--- config.mk ---
export PLATFORM = sky130hd
export DESIGN_NAME = aes_sub_bytes_seq
export DESIGN_NICKNAME = d
export VERILOG_FILES = /design/src/rtl/aes_sub_bytes_seq.sv
export SDC_FILE = /design/constraint.sdc
export NUM_CORES = 1
export LEC_CHECK = 0
export BUFFER_PORTS_ARGS = -buffer_cell sky130_fd_sc_hd__buf_2
export CAP_MARGIN = 20
export CORE_UTILIZATION = 40
export DETAILED_ROUTE_END_ITERATION = 12
export SETUP_SLACK_MARGIN = 0.15
export SYNTH_ARGS = -nofsm -noshare
export SYNTH_HDL_FRONTEND = slang
export SYNTH_SLANG_ARGS = --single-unit
--- constraint.sdc ---
create_clock -name clk -period 7.5 [get_ports clk]
set_clock_uncertainty 0.05 [all_clocks]
set_input_delay 1.125 -clock clk [delete_from_list [all_inputs] [get_ports clk]]
set_output_delay 1.125 -clock clk [all_outputs]
set_load 0.02 [all_outputs]
--- src/rtl/aes_sub_bytes_seq.sv ---
// aes_sub_bytes_seq: sequential forward AES SubBytes over valid/ready, BYTES_PER_CYCLE bytes per clock.
// Optional AES_SBOX_PIPE_EN: registers S-box outputs for one cycle before write-back (+1 cycle latency).
module aes_sub_bytes_seq #(
    parameter int BYTES_PER_CYCLE = 1,
    parameter int DATA_WIDTH      = 8
) (
    input  logic         clk,
    input  logic         rst_n,
    input  logic         in_valid,
    output logic         in_ready,
    input  logic [127:0] in_data,
    output logic         out_valid,
    input  logic         out_ready,
    output logic [127:0] out_data,
    output logic         busy
);
    localparam int G  = 16 / BYTES_PER_CYCLE;
    localparam int CW = (G > 1) ? $clog2(G) : 1;
    localparam int W  = BYTES_PER_CYCLE * 8;
    // Forward S-box, entry 0x00 in the top byte; row r holds entries r0..rF.
    localparam logic [2047:0] SBOX = {
        128'h637c777bf26b6fc53001672bfed7ab76,
        128'hca82c97dfa5947f0add4a2af9ca472c0,
        128'hb7fd9326363ff7cc34a5e5f171d83115,
        128'h04c723c31896059a071280e2eb27b275,
        128'h09832c1a1b6e5aa0523bd6b329e32f84,
        128'h53d100ed20fcb15b6acbbe394a4c58cf,
        128'hd0efaafb434d338545f9027f503c9fa8,
        128'h51a3408f929d38f5bcb6da2110fff3d2,
        128'hcd0c13ec5f974417c4a77e3d645d1973,
        128'h60814fdc222a908846eeb814de5e0bdb,
        128'he0323a0a4906245cc2d3ac629195e479,
        128'he7c8376d8dd54ea96c56f4ea657aae08,
        128'hba78252e1ca6b4c6e8dd741f4bbd8b8a,
        128'h703eb5664803f60e613557b986c11d9e,
        128'he1f8981169d98e949b1e87e9ce5528df,
        128'h8ca1890dbfe6426841992d0fb054bb16
    };

    if (!(BYTES_PER_CYCLE inside {1, 2, 4, 8, 16}) || DATA_WIDTH != 8) begin : g_bad_cfg
        $error("aes_sub_bytes_seq: BYTES_PER_CYCLE must be 1/2/4/8/16 and DATA_WIDTH must be 8");
    end

`ifdef AES_SBOX_PIPE_EN
    typedef enum logic [1:0] {IDLE, BUSY, PIPE, DONE} state_t;
`else
    typedef enum logic [1:0] {IDLE, BUSY, DONE} state_t;
`endif

    state_t          state_q, state_d;
    logic [127:0]    work_q, work_d;
    logic [CW-1:0]   k_q, k_d;
    logic [W-1:0]    grp_in, grp_sub;
    logic            last;

    assign grp_in    = work_q[127 - W * int'(k_q) -: W];
    assign last      = (k_q == CW'(G - 1));
    assign in_ready  = (state_q == IDLE);
    assign out_valid = (state_q == DONE);
    assign out_data  = work_q;
`ifdef AES_SBOX_PIPE_EN
    assign busy      = (state_q == BUSY) || (state_q == PIPE);
`else
    assign busy      = (state_q == BUSY);
`endif

    for (genvar i = 0; i < BYTES_PER_CYCLE; i++) begin : g_sbox
        assign grp_sub[i*8 +: 8] = SBOX[2047 - 8 * int'(grp_in[i*8 +: 8]) -: 8];
    end

`ifdef AES_SBOX_PIPE_EN
    logic [W-1:0] pipe_q, pipe_d;

    // Holds the S-box result of the previous group until it is written back.
    always_ff @(posedge clk or negedge rst_n) begin
        if (!rst_n) pipe_q <= '0;
        else        pipe_q <= pipe_d;
    end
`endif

    // Next-state, group counter and in-place working register update.
    always_comb begin
        state_d = state_q;
        work_d  = work_q;
        k_d     = k_q;
`ifdef AES_SBOX_PIPE_EN
        pipe_d  = pipe_q;
`endif
        case (state_q)
            IDLE: if (in_valid) begin
                work_d  = in_data;
                k_d     = '0;
                state_d = BUSY;
            end
            BUSY: begin
                k_d = last ? '0 : k_q + 1'b1;
`ifdef AES_SBOX_PIPE_EN
                pipe_d = grp_sub;
                if (k_q != '0) work_d[127 - W * int'(k_q - 1'b1) -: W] = pipe_q;
                state_d = last ? PIPE : BUSY;
`else
                work_d[127 - W * int'(k_q) -: W] = grp_sub;
                state_d = last ? DONE : BUSY;
`endif
            end
`ifdef AES_SBOX_PIPE_EN
            PIPE: begin
                work_d[127 - W * (G - 1) -: W] = pipe_q;
                state_d = DONE;
            end
`endif
            DONE: if (out_ready) state_d = IDLE;
            default: state_d = IDLE;
        endcase
    end

    // State, working register and group counter; reset discards any partial result.
    always_ff @(posedge clk or negedge rst_n) begin
        if (!rst_n) begin
            state_q <= IDLE;
            work_q  <= '0;
            k_q     <= '0;
        end else begin
            state_q <= state_d;
            work_q  <= work_d;
            k_q     <= k_d;
        end
    end
endmodule

Word-level counts from Yosys, hierarchy flattened

Cells that the tools add are included.
Widths: inputs -> output; s select.

$add $sub $neg: 4
Multiply operators: 0
Div/mod/pow operators: 0
$lt $le $gt $ge: 0
Equal/unequal tests: 5
Shift-type cells: 4
Multiplexer cells: 10
Bitwise operators: 0
Reductions and logical operators: 4

Operator list:

| cell                       | count |
|---|---|
| $shiftx 2055x12->8 const A | 1 |
| $pmux 128 s2               | 1 |
| $shift 8x33->135 const A   | 1 |
| $shiftx 135x8->8           | 1 |
| $shiftx 8x33->135          | 1 |
| $bwmux 128                 | 1 |
| $mux 128                   | 1 |
| $neg 8->33                 | 1 |
| $sub 11x11->12 const A     | 1 |
| $mux 4                     | 2 |
| $pmux 4 s2                 | 1 |
| $sub 7x7->8 const A        | 1 |
| $mux 2                     | 3 |
| $pmux 2 s3                 | 1 |
| $add 4x1->4 const B        | 1 |
| $eq 4x4->1 const B         | 1 |
| $reduce_and 2->1           | 2 |
| $eq 2x1->1 const B         | 1 |
| $eq 2x2->1 const B         | 1 |
| $logic_not 2->1            | 1 |
| $ne 2x1->1 const B         | 1 |
| $ne 2x2->1 const B         | 1 |
| $reduce_bool 2->1          | 1 |

Bits in registers: 134
Bits in latches: 0
Bits in writable memories: 0
Bits in read-only memories: 0
Input bits: 132
Output and inout port bits: 131
Logic and storage cells: 30
Memories kept: 0

Depth between registers and ports, before layout

Word-level depth: 7
Mapped depth: 19
Depth with buffers taken out: 13

Worst setup path after synthesis

No wires, ideal clock.

Path type: register -> register
Start point: register k_q[0]
End point: register work_q[116], in the netlist out_data[116]
Setup time: 0.082 ns
Arrival time: 3.870 ns
Required time: 7.368 ns
Setup slack: 3.498 ns
Stages on the path, launching flop included: 17
Path buffers: 5
Clock period less this slack: 4.002 ns
Cells stage by stage: dfrtp_1 > buf_6 > buf_12 > mux4_2 > nand2_1 > and4_1 > inv_2 > buf_2 > ha_1 > clkbuf_1 > nand2_1 > nand2_1 > a221o_1 > a311o_1 > a311o_4 > buf_6 > o22ai_2

Cells in the longest elaborated chain, start to end: 7

Ends and longest elaborated chain:

| item                   | line    | source |
|---|---|---|
| start, declared        | 52      | `logic [CW-1:0] k_q, k_d;` |
| start signal, assigned | 126     | `k_q <= k_d;` |
| $sub 7x7->8 *          | 56, 102 |  |
| $shiftx 135x8->8       | 56      | `assign grp_in = work_q[127 - W * int'(k_q) -: W];` |
| $sub 11x11->12         | 68      | `assign grp_sub[i*8 +: 8] = SBOX[2047 - 8 * int'(grp_in[i*8 +: 8]) -: 8];` |
| $shiftx 2055x12->8     | 68      |  |
| $shiftx 8x33->135      | 102     | `work_d[127 - W * int'(k_q) -: W] = grp_sub;` |
| $bwmux 128 *           | 102     |  |
| $pmux 128 s2 *         | 89      | `case (state_q)` |
| end signal, assigned   | 125     | `work_q <= work_d;` |
| end, declared          | 51      | `logic [127:0] work_q, work_d;` |

Every way passes the cells marked *; elsewhere a longest branch is shown, timed or not.
A chain may end at the register's enable or synchronous reset.

Worst setup path after layout

Start point: register k_q[1]
End point: register work_q[108], in the netlist out_data[108]

Same word-level chain as after synthesis.

==> impl_metrics.env <==
export IMPL_critical_path_class="reg2reg"
export IMPL_cts_root_buf="clkbuf_16"
export IMPL_synth_seq_cells=134
export IMPL_postSynthCellCount=1271
export IMPL_synthesis_area_um2=10500
export IMPL_grt_max_degree=82
export IMPL_num_io_pins=263
export IMPL_crit_path_start_kind="flip-flop"
export IMPL_crit_required_ns=7.79
export IMPL_endpoint_kind="flip-flop"
export IMPL_cts_buffers=17
export IMPL_cp_max_fo=31
export IMPL_synth_ff_type="dfrtp_1"
export IMPL_ant_nets=0
export IMPL_avgSynthCellArea_um2=8.28
export IMPL_area_growth_pct=19.4
export IMPL_path_common_cell="buf_4"
export IMPL_die_width_um=164
export IMPL_synthTopCellsByArea="dfrtp_1 32%, a21oi_1 8.0%, mux4_2 6.2%"
export IMPL_finalCritPeriodShare_pct=75.6
export IMPL_clock_latency_ns=0.43
export IMPL_cts_resized=0
export IMPL_setup_viol=0
export IMPL_hold_violations=0
export IMPL_slew_violations=0
export IMPL_min_period_ns=5.67
export IMPL_synth_commonest_cells="169 x a21oi_1, 134 x dfrtp_1, 131 x nor2_1"
export IMPL_wl_per_cell_um=30.7
export IMPL_arrival_ns=5.96
export IMPL_cts_setup_buffers=0
export IMPL_synth_seq_area_share_pct=31.9
export IMPL_vias_per_cell=7.04
export IMPL_slew_headroom_pct=21.3
export IMPL_yosys_warnings=0
export IMPL_maxCapViolCount=0
export IMPL_n_antenna_cell=0
export IMPL_dpl_hpwl_um=40000
export IMPL_nets=1626
export IMPL_holdWs_ns=0.481
export IMPL_synth_nets=1423
export IMPL_crit_chain="buf_4, mux2_2, a2bb2oi_1, nand3_1, nand2_2, buf_4, nor2_1, a221oi_1, o21ai_0, a311o_1, a311o_4, o22ai_1"
export IMPL_wl_um=55900
export IMPL_antenna_found_initial=3
export IMPL_tritoncts="built"
export IMPL_core_area_um2=25900
export IMPL_hold_class="reg2reg"
export IMPL_synth_most_common_cell="a21oi_1"
export IMPL_ys_types=89
export IMPL_critPathTopFamily="compound AO/OA/AOI/OAI gates"
export IMPL_start_util_pct=40.6
export IMPL_die_area_um2=27000
export IMPL_rsz0062_at_grt="false"
export IMPL_n_fill_cell=2567
export IMPL_die_h_um=164
export IMPL_setup_tns_ns=0
export IMPL_crit_slowest_cell="dfrtp_2"
export IMPL_firstDrtPassIters=6
export IMPL_cpPeakStageDelay_ns=0.90
export IMPL_vias=12800
export IMPL_async_flop_share_pct=100
export IMPL_portBuffers=262
export IMPL_drive_above_1_share_pct=27.2
export IMPL_drt_iter0_markers=1819
export IMPL_worst_path_buf_inv=2
export IMPL_remaining_drc_errors=0
export IMPL_max_freq_mhz=176
export IMPL_gp_congestion=1.05
export IMPL_worst_pin_slew_ns=1.18
export IMPL_path_clk_slew_ns=0.07
export IMPL_cts_buffer_depth=2
export IMPL_grt_usage_pct=41.8
export IMPL_yosysTopAreaCell="dfrtp_1"
export IMPL_outcome="finished clean"
export IMPL_grt_pass1_vias=12200
export IMPL_hold_buffers=0
export IMPL_cts_sinks=134
export IMPL_overflow=0
export IMPL_synth_edf_count=0
export IMPL_synth_top_area_share_pct=31.9
export IMPL_rows=59
export IMPL_htree_levels=4
export IMPL_grt_pass1_wl_um=82100
[sequential cells by signal, indices dropped and copies added (netlist names)]
| register | count |
|---|---|
| out_data | 128 |
| k_q | 4 |
| state_q | 2 |
[through the flow]
step           util (%)  cells  cell area (um^2)  setup slack [ns]
6_report           48.5   1822             12600              1.83
5_1_grt            48.5   1822             12600              1.69
3_3_place_gp       46.1   1789             11900              2.02
3_5_place_dp       46.1   1789             11900              2.07
2_1_floorplan         -   1271             10500              3.50
4_1_cts            48.4   1821             12500              2.04
[worst register-to-register path, delay by kind of cell, from the launching register on]
family	cells	cell delay (ns)
DFF	1	0.90
buffers and inverters	2	0.72
AOI/OAI and AO/OA	6	2.30
and+or+nand+nor	3	1.37
muxes	1	0.24
[worst paths after layout]
path                             start       endpoint  slack (ns)  depth (start not counted)
max                             k_q[1]  out_data[108]        1.83                         12
min                        out_data[2]    out_data[2]        0.48                          2
max reg2reg                     k_q[1]  out_data[108]        1.83                         12
min reg2reg                out_data[2]    out_data[2]        0.48                          2
max in group asynchronous        rst_n  out_data[116]        5.81                          3
min in group asynchronous        rst_n   out_data[46]        0.58                          1
[cell families (layout without fill, tap and decap cells)]
logic type / Yosys count / in the layout / synth area share, %
AOI/OAI and AO/OA: 553 / 553 / 34.3
adders and majority gates: 20 / 20 / 2.38
buffers and inverters: 141 / 357 / 6.77
DFF: 134 / 134 / 31.9
muxes: 41 / 41 / 7.56
and+or+nand+nor: 382 / 382 / 17.1
[cell type report]
| type | count | area [um^2] | area share, % |
|---|---|---|---|
| tap | 335 | 419 | 3.34 |
| sequential | 134 | 3360 | 26.7 |
| inverter | 29 | 110 | 0.876 |
| multi-input combinational | 996 | 6480 | 51.6 |
| timing repair buffer | 296 | 1590 | 12.7 |
| clock buffer | 17 | 425 | 3.39 |
| clock inverter | 15 | 180 | 1.43 |
[routing by layer]
metal | part of all wire [%] | vias to the layer above | track usage [%]
met4 | 5.7 | 2 | 21.9
met1 | 38 | 6246 | 53.1
li1 | - | 5314 | -
met2 | 46 | 1031 | 65.6
met3 | 11 | 231 | 10.1
met5 | 0.020 | - | 0
[layout by cell type (no fill, tap or decap), types with 33 or more instances in the layout]
master and count:
dfrtp_1 132, buf_4 33, a31oi_1 33, nor2_1 131, nand2_1 101, and3_1 49
o21ai_0 81, o22ai_1 82, a21oi_1 169, buf_2 261
Power is not shown: default switching activity piles up to over one toggle a cycle in this logic, so the estimate is an artifact.
